<file path="src/rtl/video_timing_gen.sv">
// Raster timing generator: hc/vc counters, timing swap only at frame wrap,
// ce-qualified decode register plus PIPE_STAGES delay stages on all video outputs.
module video_timing_gen #(
  parameter int CNT_WIDTH       = 12,
  parameter int PIPE_STAGES     = 0,
  parameter int FRAME_CNT_WIDTH = 16,
  parameter logic [4*CNT_WIDTH-1:0] DEF_H =
    {CNT_WIDTH'(640), CNT_WIDTH'(16), CNT_WIDTH'(96), CNT_WIDTH'(48)},
  parameter logic [4*CNT_WIDTH-1:0] DEF_V =
    {CNT_WIDTH'(480), CNT_WIDTH'(10), CNT_WIDTH'(2), CNT_WIDTH'(33)},
  parameter logic [1:0] DEF_POL = 2'b00
) (
  input  logic                       clk_rgb,
  input  logic                       rst_n,
  input  logic                       ce,
  input  logic [4*CNT_WIDTH-1:0]     cfg_h,
  input  logic [4*CNT_WIDTH-1:0]     cfg_v,
  input  logic [1:0]                 cfg_pol,
  input  logic                       cfg_valid,
  output logic                       cfg_ready,
  output logic                       cfg_err,
  output logic [CNT_WIDTH-1:0]       x,
  output logic [CNT_WIDTH-1:0]       y,
  output logic                       hs,
  output logic                       vs,
  output logic                       de,
  output logic                       line_start,
  output logic                       frame_start,
  output logic [FRAME_CNT_WIDTH-1:0] frame_cnt
);
  localparam int W  = CNT_WIDTH;
  localparam int FW = FRAME_CNT_WIDTH;
  localparam int OW = 2*W + 5 + FW;
  localparam logic [W+1:0] MAX_TOT = (W+2)'(1) << W;
  localparam logic [OW-1:0] IDLE =
    {{(2*W+1){1'b0}}, ~DEF_POL[1], ~DEF_POL[0], {(FW+2){1'b0}}};

  function automatic logic [W+1:0] axis_total(input logic [4*W-1:0] t);
    return {2'b00, t[4*W-1:3*W]} + {2'b00, t[3*W-1:2*W]} +
           {2'b00, t[2*W-1:W]}   + {2'b00, t[W-1:0]};
  endfunction

  function automatic logic axis_ok(input logic [4*W-1:0] t);
    return (t[4*W-1:3*W] != '0) && (t[2*W-1:W] != '0) && (axis_total(t) <= MAX_TOT);
  endfunction

  // A total of exactly 2^W truncates to 0, so the subtraction still yields all ones.
  function automatic logic [W-1:0] axis_last(input logic [4*W-1:0] t);
    logic [W+1:0] tot;
    tot = axis_total(t);
    return tot[W-1:0] - W'(1);
  endfunction

  // Returns {in_active, in_sync, offset from end of back porch}.
  function automatic logic [W+1:0] axis_dec(input logic [W-1:0] c, input logic [4*W-1:0] t);
    logic [W+1:0] a_end, s_beg, c_x;
    c_x   = {2'b00, c};
    a_end = {2'b00, t[W-1:0]} + {2'b00, t[4*W-1:3*W]};
    s_beg = a_end + {2'b00, t[3*W-1:2*W]};
    return {(c >= t[W-1:0]) && (c_x < a_end), c_x >= s_beg, c - t[W-1:0]};
  endfunction

  logic [W-1:0]   hc_q, hc_d, vc_q, vc_d;
  logic [4*W-1:0] act_h_q, act_h_d, act_v_q, act_v_d;
  logic [4*W-1:0] pend_h_q, pend_h_d, pend_v_q, pend_v_d;
  logic [1:0]     pol_q, pol_d, pend_pol_q, pend_pol_d;
  logic           pend_vld_q, pend_vld_d, cfg_err_q, cfg_err_d;
  logic [FW-1:0]  fcnt_q, fcnt_d;
  logic [OW-1:0]  pipe_q [PIPE_STAGES+1];

  logic          xfer, cfg_ok, h_wrap, v_wrap, frame_wrap;
  logic [W+1:0]  h_dec, v_dec;
  logic          de_c;
  logic [OW-1:0] dec_vec;

  assign cfg_ready = ~pend_vld_q;
  assign cfg_err   = cfg_err_q;

  always_comb begin
    xfer       = cfg_valid && cfg_ready;
    cfg_ok     = axis_ok(cfg_h) && axis_ok(cfg_v);
    h_wrap     = (hc_q == axis_last(act_h_q));
    v_wrap     = (vc_q == axis_last(act_v_q));
    frame_wrap = ce && h_wrap && v_wrap;

    hc_d       = hc_q;
    vc_d       = vc_q;
    act_h_d    = act_h_q;
    act_v_d    = act_v_q;
    pol_d      = pol_q;
    pend_h_d   = pend_h_q;
    pend_v_d   = pend_v_q;
    pend_pol_d = pend_pol_q;
    pend_vld_d = pend_vld_q;
    fcnt_d     = fcnt_q;
    cfg_err_d  = xfer && !cfg_ok;

    if (ce) begin
      if (h_wrap) begin
        hc_d = '0;
        vc_d = v_wrap ? '0 : vc_q + W'(1);
      end else begin
        hc_d = hc_q + W'(1);
      end
    end
    if (frame_wrap) begin
      fcnt_d = fcnt_q + FW'(1);
      if (pend_vld_q) begin
        act_h_d    = pend_h_q;
        act_v_d    = pend_v_q;
        pol_d      = pend_pol_q;
        pend_vld_d = 1'b0;
      end
    end
    // Transfers only happen with nothing pending, so this never races the swap above.
    if (xfer && cfg_ok) begin
      pend_h_d   = cfg_h;
      pend_v_d   = cfg_v;
      pend_pol_d = cfg_pol;
      pend_vld_d = 1'b1;
    end
  end

  always_comb begin
    h_dec   = axis_dec(hc_q, act_h_q);
    v_dec   = axis_dec(vc_q, act_v_q);
    de_c    = h_dec[W+1] && v_dec[W+1];
    dec_vec = {de_c ? h_dec[W-1:0] : '0,
               de_c ? v_dec[W-1:0] : '0,
               de_c,
               h_dec[W] ? pol_q[1] : ~pol_q[1],
               v_dec[W] ? pol_q[0] : ~pol_q[0],
               hc_q == '0,
               (hc_q == '0) && (vc_q == '0),
               fcnt_q};
  end

  always_ff @(posedge clk_rgb or negedge rst_n) begin
    if (!rst_n) begin
      hc_q       <= '0;
      vc_q       <= '0;
      act_h_q    <= DEF_H;
      act_v_q    <= DEF_V;
      pol_q      <= DEF_POL;
      pend_h_q   <= '0;
      pend_v_q   <= '0;
      pend_pol_q <= '0;
      pend_vld_q <= 1'b0;
      fcnt_q     <= '0;
      cfg_err_q  <= 1'b0;
      for (int i = 0; i <= PIPE_STAGES; i++) pipe_q[i] <= IDLE;
    end else begin
      hc_q       <= hc_d;
      vc_q       <= vc_d;
      act_h_q    <= act_h_d;
      act_v_q    <= act_v_d;
      pol_q      <= pol_d;
      pend_h_q   <= pend_h_d;
      pend_v_q   <= pend_v_d;
      pend_pol_q <= pend_pol_d;
      pend_vld_q <= pend_vld_d;
      fcnt_q     <= fcnt_d;
      cfg_err_q  <= cfg_err_d;
      if (ce) begin
        pipe_q[0] <= dec_vec;
        for (int i = PIPE_STAGES; i > 0; i--) pipe_q[i] <= pipe_q[i-1];
      end
    end
  end

  assign {x, y, de, hs, vs, line_start, frame_start, frame_cnt} = pipe_q[PIPE_STAGES];

endmodule
</file>
<file path="config.mk">
export PLATFORM = sky130hd
export DESIGN_NAME = video_timing_gen
export DESIGN_NICKNAME = d
export VERILOG_FILES = /design/src/rtl/video_timing_gen.sv
export SDC_FILE = /design/constraint.sdc
export NUM_CORES = 1
export LEC_CHECK = 0
export ABC_AREA = 1
export CAP_MARGIN = 20
export CORE_MARGIN = 2
export CORE_UTILIZATION = 40
export DETAILED_ROUTE_END_ITERATION = 10
export DONT_BUFFER_PORTS = 1
export GPL_TIMING_DRIVEN = 1
export MAX_ROUTING_LAYER = met4
export SYNTH_ARGS = -nofsm -noshare
export SYNTH_HDL_FRONTEND = slang
export SYNTH_SLANG_ARGS = --single-unit
</file>
<file path="constraint.sdc">
create_clock -name clk_rgb -period 5.1 [get_ports clk_rgb]
set_input_delay 1.02 -clock clk_rgb [delete_from_list [all_inputs] [get_ports clk_rgb]]
set_output_delay 1.02 -clock clk_rgb [all_outputs]
set_load 0.1 [all_outputs]
</file>
==> results.rst <==
.. list-table::
   :header-rows: 1

   * - Metric
     - Value
   * - Status
     - completed
   * - Num CTS Buffers
     - 35
   * - Cell at the root of the clock tree
     - sky130_fd_sc_hd__clkbuf_16
   * - Pwr per Cell Area
     - about 360 mW/mm^2
   * - Number of clock sinks
     - 283
   * - Rel. slew slack
     - 0.3465
   * - Count of different cell masters after synthesis
     - 45
   * - Height of the chip
     - 238.7 microns
   * - Final clock period utilization by the worst path
     - 0.9076
   * - Number of routed nets with antenna violations
     - 0
   * - Final hold violation count
     - 0
   * - Number of I/O port buffers
     - 0
   * - Inserted Diodes
     - 0
   * - Layout area overhead
     - 8.780%
   * - GRT Util Overall
     - 0.2356
   * - Design internal power
     - between 5 and 6 mW
   * - R2r startpoint
     - act_v_q[1]
   * - RD Place Congestion
     - a little over 0.9
   * - Global-route wire length before repair
     - between 100,000 and 150,000 microns
   * - Area of the mapped netlist
     - between 0.02 and 0.025 sq mm
   * - Total DRC errors in the routed layout
     - 0
   * - Net Sw Power
     - about 3.4 mW
   * - Detail-routed net length per standard cell
     - between 15 and 20 microns
   * - Async set-or-reset flop fraction in the synthesized netlist
     - 1.000
   * - Insertion delay to the later sink of the worst-skew pair
     - 0.57 ns
   * - Peak ir drop on the vdd network
     - approximately 0.00035 V
   * - Clock tree buffer depth
     - 3
   * - Slew at the pin closest to its max-slew limit
     - around 0.98 ns
   * - Count of maximum capacitance violations
     - 0
   * - Gate Count Post-Synth
     - between 2,000 and 3,000
   * - Flip-flop and latch count after synthesis
     - between 200 and 300
   * - Critical path data arrival time
     - 5.12 ns
   * - Pin count of the biggest net entering global routing
     - about 280
   * - Final count of negative-setup-slack endpoints
     - 0
   * - Initial standard-cell utilization of the core
     - 0.4022
   * - Routed WL
     - between 60,000 and 70,000 microns
   * - Maximum fanout along the worst path
     - between 40 and 50
   * - Most frequent standard cell in the layout excluding fill and tap cells
     - sky130_fd_sc_hd__nand2_1
   * - Top library cells by usage in the layout, fill and taps aside
     - 898 x sky130_fd_sc_hd__nand2_1, 375 x sky130_fd_sc_hd__inv_1, 264 x sky130_fd_sc_hd__dfrtp_1
   * - Final Net Count
     - 3,211
   * - Core outline area
     - 0.05477 sq mm
   * - Count of pins over their slew limit
     - 0
   * - Cell types occupying the most area after synthesis
     - sky130_fd_sc_hd__dfrtp_1 30%, sky130_fd_sc_hd__nand2_1 15%, sky130_fd_sc_hd__ha_1 11%
   * - Most frequently used flop master after synthesis
     - sky130_fd_sc_hd__dfrtp_1
   * - Number of antenna violations at the first check in global routing
     - 0
   * - Via count of the first global-routing pass
     - between 15,000 and 20,000
   * - Clock share of power
     - 0.301
   * - HPWL after detailed placement
     - slightly above 50,000 microns
   * - Number of warning messages in the yosys log
     - 0
   * - Top achievable clock speed
     - about 220 MHz
   * - Sw Ratio
     - 0.4008
   * - Worst setup path startpoint
     - act_v_q[1]
   * - DIE AREA
     - ~0.057 sq mm
   * - Worst setup path endpoint
     - act_v_q[0]
   * - Final critical delay including setup and external delays
     - roughly 4.6 ns
   * - Worst reg-to-reg path cell count
     - 25
   * - Width of the chip
     - 238.7 microns
   * - Sequential fraction of the synthesis area
     - 0.3225
   * - Worst-case register-to-register setup slack
     - about 0.47 ns
   * - Share of final-layout standard cells stronger than drive strength 1
     - 0.04007
   * - Detailed router's first-iteration violation count
     - around 1,300
   * - Drt via density
     - roughly 5.3
   * - Mean post-synth cell area
     - a little under 8 sq um
   * - TritonCTS clock tree
     - built
   * - Via count of the routed design
     - 18,840
   * - Grt ovf
     - 0
   * - Startpoint-to-endpoint class of the critical path
     - flip-flop to flip-flop
   * - Pre-antenna DRT Iters
     - 5
   * - Crit Reg-Reg Endpoint
     - act_v_q[0]
   * - Min-Delay Path Class
     - primary input to asynchronous set/reset pin
   * - Depth of the CTS H-tree
     - 2
   * - Worst endpoint required time
     - approximately 5.6 ns
   * - Mapped Nets
     - around 3,300
   * - Clock slew at the register clock pins of the worst setup and hold paths
     - approximately 0.06 ns
   * - Number of synthesized flops with an enable pin
     - 0
   * - Startpoint type of the worst setup path
     - flip-flop
   * - Power consumption
     - approximately 8.6 mW
   * - Standby leakage power
     - about 12 nW
   * - Critical path endpoint category
     - flip-flop
   * - Combinational group share of total power
     - 0.321
   * - Unrepaired setup endpoints after global routing
     - no
   * - I/O Pins
     - 149
   * - Most area-hungry cell type in the Yosys netlist
     - sky130_fd_sc_hd__dfrtp_1
   * - Setup skew after layout
     - 0.02389 ns
   * - Aggregate negative setup slack
     - 0 ns
   * - Part of the power in registers
     - 0.378
   * - Placement Rows
     - between 80 and 90
   * - Area share of the leading cell type in the synthesized netlist
     - 0.3010
   * - Hold-fix buffer count after cts
     - 0
==> timing repair <==
item                                    4_1_cts  5_1_grt
endpoints found under the setup margin        0       28
buffers inserted                              0        1
gates resized for setup                       0        3
==> area by class of cell <==
cell class | count | area (sq um)
inverters | 380 | 1426
clock inverters | 16 | 240.2
fillers | 5505 | 30810
well taps | 704 | 880.8
clock buffers | 48 | 974.7
flip-flops and latches | 283 | 7108
repair buffers | 19 | 264.0
multi-input cells | 2099 | 13070
==> state kept, by name, indices dropped and copies added, names as in the netlist <==
signal and count:
fcnt_q 16, vc_q 12, pend_vld_q 1, act_h_q 48
act_v_q 48, pend_pol_q 2, pend_h_q 48, pend_v_q 48
pol_q 2, pipe_q 45, cfg_err 1, hc_q 12
==> power by group through the flow <==
stage | Sequential, mW | Clock [mW] | Combinational [mW]
final | 3.24 | 2.58 | 2.75
after global routing | 3.28 | 2.73 | 3.16
after CTS | 3.23 | 2.64 | 2.75
after detailed placement | 3.26 | 0 | 2.73
after global placement | 3.27 | 0 | 2.65
after floorplan | 3.02 | 0 | 2.15
==> through the flow <==
step                      hold WS, ns  utilization  setup slack, ns  instances  cell area [sq um]
after detailed placement       0.4592       0.4147           0.2421       3483              22710
after global placement         0.4534       0.4147           0.3576       3483              22710
after CTS                      0.1514       0.4368           0.2462       3547              23930
after floorplan                0.4419            -           0.9091       2865              22030
after global routing           0.1389       0.4375          0.03253       3549              23960
final                          0.1642       0.4375           0.4710       3549              23960
==> layer usage <==
metal  global-route usage  up-vias  part of all wire
met5                    -        -                 0
met3              0.05242      101             0.067
met1               0.3323     8986              0.49
li1                     -     9284                 -
met2               0.3397      471              0.42
met4              0.06439        0             0.026
==> worst min-delay path by stage <==
stage | from | end | slack, ns | cells past startpoint
floorplan | act_h_q[12] | act_h_q[12] | 0.44 | 2
global placement | act_h_q[17] | act_h_q[17] | 0.45 | 2
detailed placement | act_h_q[17] | act_h_q[17] | 0.46 | 2
CTS | rst_n | pipe_q[14] | 0.15 | 0
global route | rst_n | act_v_q[28] | 0.14 | 0
finish | rst_n | act_v_q[28] | 0.16 | 0
==> critical path: stages, from the launching register on <==
cell and delay (ns):
sky130_fd_sc_hd__dfrtp_1 0.42, sky130_fd_sc_hd__inv_1 0.16, sky130_fd_sc_hd__ha_1 0.31, sky130_fd_sc_hd__inv_1 0.05, sky130_fd_sc_hd__fa_1 0.51, sky130_fd_sc_hd__inv_1 0.06
sky130_fd_sc_hd__fa_1 0.44, sky130_fd_sc_hd__inv_1 0.07, sky130_fd_sc_hd__ha_1 0.24, sky130_fd_sc_hd__inv_1 0.08, sky130_fd_sc_hd__fa_1 0.38, sky130_fd_sc_hd__inv_1 0.13
sky130_fd_sc_hd__nand3_1 0.10, sky130_fd_sc_hd__nand2_1 0.11, sky130_fd_sc_hd__nand2_1 0.08, sky130_fd_sc_hd__nand2_1 0.07, sky130_fd_sc_hd__nand2_1 0.07, sky130_fd_sc_hd__nand2_1 0.07
sky130_fd_sc_hd__nand2_1 0.05, sky130_fd_sc_hd__nand2_1 0.08, sky130_fd_sc_hd__nand2_1 0.09, sky130_fd_sc_hd__nor3_4 0.22, sky130_fd_sc_hd__buf_12 0.17, sky130_fd_sc_hd__buf_6 0.37
sky130_fd_sc_hd__nand4_1 0.18, sky130_fd_sc_hd__nand2_1 0.10
==> cells in the mapped netlist (3+ instances only) <==
cell type / instances
sky130_fd_sc_hd__o21bai_1: 8
sky130_fd_sc_hd__inv_1: 375
sky130_fd_sc_hd__fa_1: 96
sky130_fd_sc_hd__nand2_1: 899
sky130_fd_sc_hd__xnor2_1: 35
sky130_fd_sc_hd__buf_2: 38
sky130_fd_sc_hd__or2_0: 3
sky130_fd_sc_hd__a21o_1: 14
sky130_fd_sc_hd__nand3b_1: 16
sky130_fd_sc_hd__dfstp_2: 18
sky130_fd_sc_hd__a21oi_1: 93
sky130_fd_sc_hd__o2111ai_1: 4
sky130_fd_sc_hd__o21ai_0: 87
sky130_fd_sc_hd__clkbuf_1: 57
sky130_fd_sc_hd__nand4_1: 223
sky130_fd_sc_hd__xor2_1: 70
sky130_fd_sc_hd__ha_1: 195
sky130_fd_sc_hd__dfrtp_1: 265
sky130_fd_sc_hd__inv_2: 5
sky130_fd_sc_hd__nor2_1: 114
sky130_fd_sc_hd__nand3_1: 159
sky130_fd_sc_hd__nor4_1: 18
sky130_fd_sc_hd__buf_4: 3
sky130_fd_sc_hd__a31oi_1: 9
sky130_fd_sc_hd__or2_2: 3
sky130_fd_sc_hd__nor3_1: 34
==> kinds of logic (layout without fill, tap and decap cells) <==
logic type,count (synthesis),in the layout,share of synthesized area
compound gates,225,225,0.05606
flops,283,283,0.3225
buf+inv,483,463,0.08576
fa+ha+maj,291,291,0.1980
xor+xnor,105,105,0.04174
simple gates,1478,1478,0.2960
Power figures use the tool's default switching activity.
